==> src/rtl/mem_port_arbiter.sv <==
// rtl/mem_port_arbiter.sv - two-requester arbiter for the shared line-wide memory port
module mem_port_arbiter #(
    parameter int ADDR_W       = 32,
    parameter int LINE_W       = 128,
    parameter int STARVE_LIMIT = 4
) (
    input  logic              clock,
    input  logic              reset,
    input  logic              i_req_valid,
    input  logic [ADDR_W-1:0] i_req_addr,
    output logic              i_res_ready,
    output logic [LINE_W-1:0] i_res_data,
    input  logic              d_req_valid,
    input  logic              d_req_rw,
    input  logic [ADDR_W-1:0] d_req_addr,
    input  logic [LINE_W-1:0] d_req_data,
    output logic              d_res_ready,
    output logic [LINE_W-1:0] d_res_data,
    output logic              mem_req_valid,
    output logic              mem_req_rw,
    output logic [ADDR_W-1:0] mem_req_addr,
    output logic [LINE_W-1:0] mem_req_data,
    input  logic              mem_res_ready,
    input  logic [LINE_W-1:0] mem_res_data,
    output logic [1:0]        owner,
    output logic              protocol_err
);

    typedef enum logic [1:0] {IDLE, BUSY_I, BUSY_D, DONE} state_t;

    localparam logic [3:0] LIMIT = 4'(STARVE_LIMIT);

    state_t     state;
    state_t     state_next;
    logic [3:0] starve_cnt;
    logic       grant_i;
    logic       grant_d;

    always_ff @(posedge clock or negedge reset) begin
        if (!reset) begin
            state <= IDLE;
        end else begin
            state <= state_next;
        end
    end

    // D wins by default; I wins when D is absent or I has waited out STARVE_LIMIT D grants.
    always_comb begin
        grant_i    = 1'b0;
        grant_d    = 1'b0;
        state_next = state;
        case (state)
            IDLE: begin
                if (i_req_valid && (!d_req_valid || starve_cnt == LIMIT)) begin
                    grant_i    = 1'b1;
                    state_next = BUSY_I;
                end else if (d_req_valid) begin
                    grant_d    = 1'b1;
                    state_next = BUSY_D;
                end
            end
            BUSY_I, BUSY_D: begin
                if (mem_res_ready) begin
                    state_next = DONE;
                end
            end
            DONE:    state_next = IDLE;
            default: state_next = IDLE;
        endcase
    end

    always_ff @(posedge clock or negedge reset) begin
        if (!reset) begin
            starve_cnt    <= '0;
            mem_req_valid <= 1'b0;
            mem_req_rw    <= 1'b0;
            mem_req_addr  <= '0;
            mem_req_data  <= '0;
            i_res_ready   <= 1'b0;
            i_res_data    <= '0;
            d_res_ready   <= 1'b0;
            d_res_data    <= '0;
            owner         <= 2'b00;
            protocol_err  <= 1'b0;
        end else begin
            if (grant_i) begin
                mem_req_valid <= 1'b1;
                mem_req_rw    <= 1'b0;
                mem_req_addr  <= i_req_addr;
                mem_req_data  <= '0;
                owner         <= 2'b01;
                starve_cnt    <= '0;
            end

            if (grant_d) begin
                mem_req_valid <= 1'b1;
                mem_req_rw    <= d_req_rw;
                mem_req_addr  <= d_req_addr;
                mem_req_data  <= d_req_data;
                owner         <= 2'b10;
                if (!i_req_valid) begin
                    starve_cnt <= '0;
                end else if (starve_cnt != LIMIT) begin
                    starve_cnt <= starve_cnt + 4'd1;
                end
            end

            if (state == BUSY_I && mem_res_ready) begin
                mem_req_valid <= 1'b0;
                i_res_ready   <= 1'b1;
                i_res_data    <= mem_res_data;
            end

            if (state == BUSY_D && mem_res_ready) begin
                mem_req_valid <= 1'b0;
                d_res_ready   <= 1'b1;
                d_res_data    <= mem_res_data;
            end

            if (state == DONE) begin
                owner       <= 2'b00;
                i_res_ready <= 1'b0;
                i_res_data  <= '0;
                d_res_ready <= 1'b0;
                d_res_data  <= '0;
            end

            // A completion with nothing outstanding means memory and arbiter disagree.
            if (mem_res_ready && (state == IDLE || state == DONE)) begin
                protocol_err <= 1'b1;
            end
        end
    end

endmodule

==> config.mk <==
export PLATFORM = sky130hd
export DESIGN_NAME = mem_port_arbiter
export DESIGN_NICKNAME = d
export VERILOG_FILES = /design/src/rtl/mem_port_arbiter.sv
export SDC_FILE = /design/constraint.sdc
export NUM_CORES = 1
export LEC_CHECK = 0
export CORE_AREA = 10 10 287 289
export CTS_CLUSTER_DIAMETER = 150
export DETAILED_ROUTE_END_ITERATION = 6
export DIE_AREA = 0 0 297 299
export GPL_TIMING_DRIVEN = 0
export PLACE_DENSITY_LB_ADDON = 0.12
export REMOVE_ABC_BUFFERS = 1
export SYNTH_ARGS = -nofsm -noshare
export SYNTH_HDL_FRONTEND = slang
export SYNTH_SLANG_ARGS = --single-unit
export TNS_END_PERCENT = 5
==> constraint.sdc <==
create_clock -name clock -period 1.7 [get_ports clock]
set_input_delay 0.34 -clock clock [delete_from_list [all_inputs] [get_ports clock]]
set_output_delay 0.34 -clock clock [all_outputs]
set_load 0.02 [all_outputs]
==> impl_metrics.csv <==
group,metric,value,unit
yosys,synthAdderAreaFrac,0.445,%
cts,cts_root_buf,"clkbuf_16",
placed_design,place_hpwl,59.0,mm
placed_design,placed_area,25600,um^2
yosys,synth_most_common_cell,"nand2_1",
yosys,synthTopCellsByCount,"nand2_1 (520), dfrtp_1 (429), a21oi_1 (291)",
layout,syn2layout_area_growth,73.4,%
yosys,synthMuxAreaShare,0.0593,%
floorplanning,die_area,88800,um^2
sta,worst_slew_pin_slew,1100,ps
yosys,avgSynthCellArea,10.2,um^2
yosys,synth_top_family_by_area,"compound AO/OA/AOI/OAI gates",
yosys,yosysTopAreaCell,"dfrtp_1",
sta,finalSetupTns,-5840,ps
layout,final_net_count,2786,
yosys,synth_xor_area_share,0,%
sta,rsz0062_at_grt,"yes",
placed_design,gp_congestion,0.788,
cts,clock_path_buffers,3,
yosys,synth.area.top_cells,"dfrtp_1 (64%), nand2_1 (12%), a21oi_1 (8.6%)",
cts,clkTransAtPathRegs,60,ps
yosys,synth-edff-count,0,
sta,hold_slack,-343,ps
critical_path,r2r-start,"state[0]",
floorplanning,die_width,297,um
cts,clock-sinks,429,
yosys,synth_flop_cell,"dfrtp_1",
critical_path,startpoint_type,"flip-flop",
detailed_routing,ant_nets,0,
layout,fill_cells,7599,
critical_path,reg2regPathDepth,8,
sta,clock_skew,18.9,ps
sta,slew_headroom,26.6,%
sta,finalCritPeriodShare,105,%
cts,h-tree-depth,2,
yosys,synthSimpleGateAreaFrac,13.1,%
sta,min_period,1790,ps
layout,postLayoutCellArea,29300,um^2
yosys,yosys.area.top_type_share,63.6,%
global_route,antenna_found_initial,15,
detailed_routing,drc,0,
yosys,seq_area_frac_synth,63.6,%
detailed_routing,dr_total_vias,16300,
critical_path,r2r_setup_slack,-90,ps
sta,hold_violations,61,
critical_path,critPathMaxFanout,8,
pwr,ir_worst_vdd,0.000963,V
detailed_routing,drt_iter0_markers,866,
sta,fmax,558,MHz
critical_path,end_kind,"flip-flop",
floorplanning,rows,102,
hold_path,min_path_type,"input port to asynchronous set/reset pin",
outcome,violations,"hold timing, setup timing",
sta,final_max_slew_viol_count,0,
detailed_routing,via_per_inst,4.59,
outcome,status,"finished with violations",
yosys,synth_cell_type_count,37,
yosys,synth_compound_area_share,18.6,%
floorplanning,die_h,299,um
global_route,grt_pass1_wl,126,mm
detailed_routing,drt-total-wl,94.9,mm
layout,register_area,10700,um^2
floorplanning,start_util,22.0,%
yosys,postSynthCellCount,1659,
yosys,mappedNetlistArea,16900,um^2
yosys,synth_warnings,0,
placed_design,portBuffers,748,
global_route,grt_overflow,0,
global_route,grt_max_degree,113,
sta,timing.final.ws_setup,-91.5,ps
critical_path,worst_ep_required_time,2190,ps
cts,worstSkewPairLatency,610,ps
pwr,cellLeakagePower,12.9,nW
layout,multi_input_area,5820,um^2
floorplanning,io_pins,749,
yosys,postSynth.asyncResetShare,100,%
pwr,p_per_area,2030,nW/um^2
yosys,synth-seq-cells,429,
critical_path,rr_endpoint,"mem_req_data[44]",
layout,drive_above_1_share,18.7,%
detailed_routing,avgRoutedWirePerCell,26.8,um
run,max-cap-violations,0,
critical_path,critPathKind,"flip-flop to flip-flop",
global_route,first_global_vias,16700,
floorplanning,core-area,76700,um^2
global_route,grtUsageTotal,19.0,%
sta,setup_viol,137,
cts,cts-buffers-inserted,54,
detailed_routing,dr.pass1.iters,5,
critical_path,arrival,2280,ps
cts,cts_tree,"done",
[placed cells by master (no fill, tap or decap), types with 5 or more instances in the layout]
cell type / Yosys / routed
clkinv_2: 0 / 7
clkbuf_8: 0 / 16
o21ai_0: 34 / 30
buf_6: 9 / 16
dlygate4sd2_1: 0 / 101
diode_2: 0 / 11
clkdlybuf4s15_2: 0 / 141
ha_4: 0 / 5
clkbuf_2: 3 / 50
a21oi_1: 291 / 261
clkdlybuf4s50_1: 0 / 321
dfrtp_1: 429 / 427
buf_16: 0 / 29
clkbuf_1: 68 / 12
buf_4: 1 / 30
a22o_1: 129 / 129
nand2_1: 520 / 515
a21oi_2: 0 / 30
nor2_1: 39 / 39
a41oi_1: 32 / 30
buf_8: 1 / 6
buf_12: 0 / 19
clkbuf_16: 0 / 78
clkdlybuf4s15_1: 0 / 132
[critical path, stage by stage, from the launching register on]
cell	delay, ps
dfrtp_2	460
inv_4	100
ha_4	170
buf_6	120
o21ai_4	80
buf_12	210
buf_16	150
buf_6	150
a22o_1	230
[how the worst max path moves through the flow]
| stage | from | to | cells past startpoint |
|---|---|---|---|
| finish | state[0] | mem_req_data[44] | 8 |
| detailed placement | d_req_valid | mem_req_data[21] | 6 |
| global route | state[0] | mem_req_data[117] | 8 |
| floorplan | state[0] | owner[0] | 2 |
| CTS | state[0] | d_res_data[122] | 7 |
| global placement | reset | mem_req_data[113] | 1 |
[area by class of cell]
type / count / share of cell area, %
antenna: 11 / 0.0940
clock buffer: 83 / 5.61
clock inverter: 13 / 0.483
inverter: 8 / 0.120
multi-input combinational: 1089 / 19.9
sequential: 429 / 36.7
tap: 1040 / 4.44
timing repair buffer: 872 / 32.7
[sequential cells by signal, summed over array words and instances (netlist names)]
register,cells
d_res_data,128
d_res_ready,1
i_res_data,128
i_res_ready,1
mem_req_addr,32
mem_req_data,128
mem_req_rw,1
mem_req_valid,1
owner,2
protocol_err,1
starve_cnt,4
state,2
[metal layers]
metal  global-route usage (%)  wire [um]  vias to the layer above
met5                    0.541        123                        -
met4                     7.93       3660                       10
li1                         -          -                     7278
met2                     32.5      46900                      649
met1                     21.4      36400                     8174
met3                     6.77       7920                      170
[metrics by stage]
| stage | worst slack, ps | utilization, % | std cells | total power, mW |
|---|---|---|---|---|
| 3_3_place_gp | -20190 | 32.6 | 3304 | 41.7 |
| 5_1_grt | -140 | 38.2 | 3545 | 62.8 |
| 6_report | -91.5 | 38.2 | 3545 | 59.5 |
| 2_1_floorplan | -3620 | - | 1516 | 29.8 |
| 3_5_place_dp | -2380 | 33.4 | 3329 | 45.8 |
| 4_1_cts | -240 | 36.8 | 3475 | 57.7 |
[power by group]
| part | total (mW) | switching, mW | leakage [nW] | internal [mW] |
|---|---|---|---|---|
| Combinational | 30.7 | 18.0 | 6.46 | 12.6 |
| Clock | 11.6 | 4.66 | 0.886 | 6.92 |
| Sequential | 17.3 | 2.47 | 5.54 | 14.8 |
[logic make-up after synthesis]
family,Yosys count
and+or+nand+nor,574
AOI/OAI and AO/OA,498
DFF,429
buffers and inverters,151
adders and majority gates,6
muxes,1
[repair_timing]
item,in CTS,in global routing
setup endpoints to repair,798,561
cloned,21,31
setup buffers,29,31
pin swaps,57,73
endpoints found under the hold margin,61,61
resized for setup,780,267
Note: power is estimated with default switching activity, not from simulation.
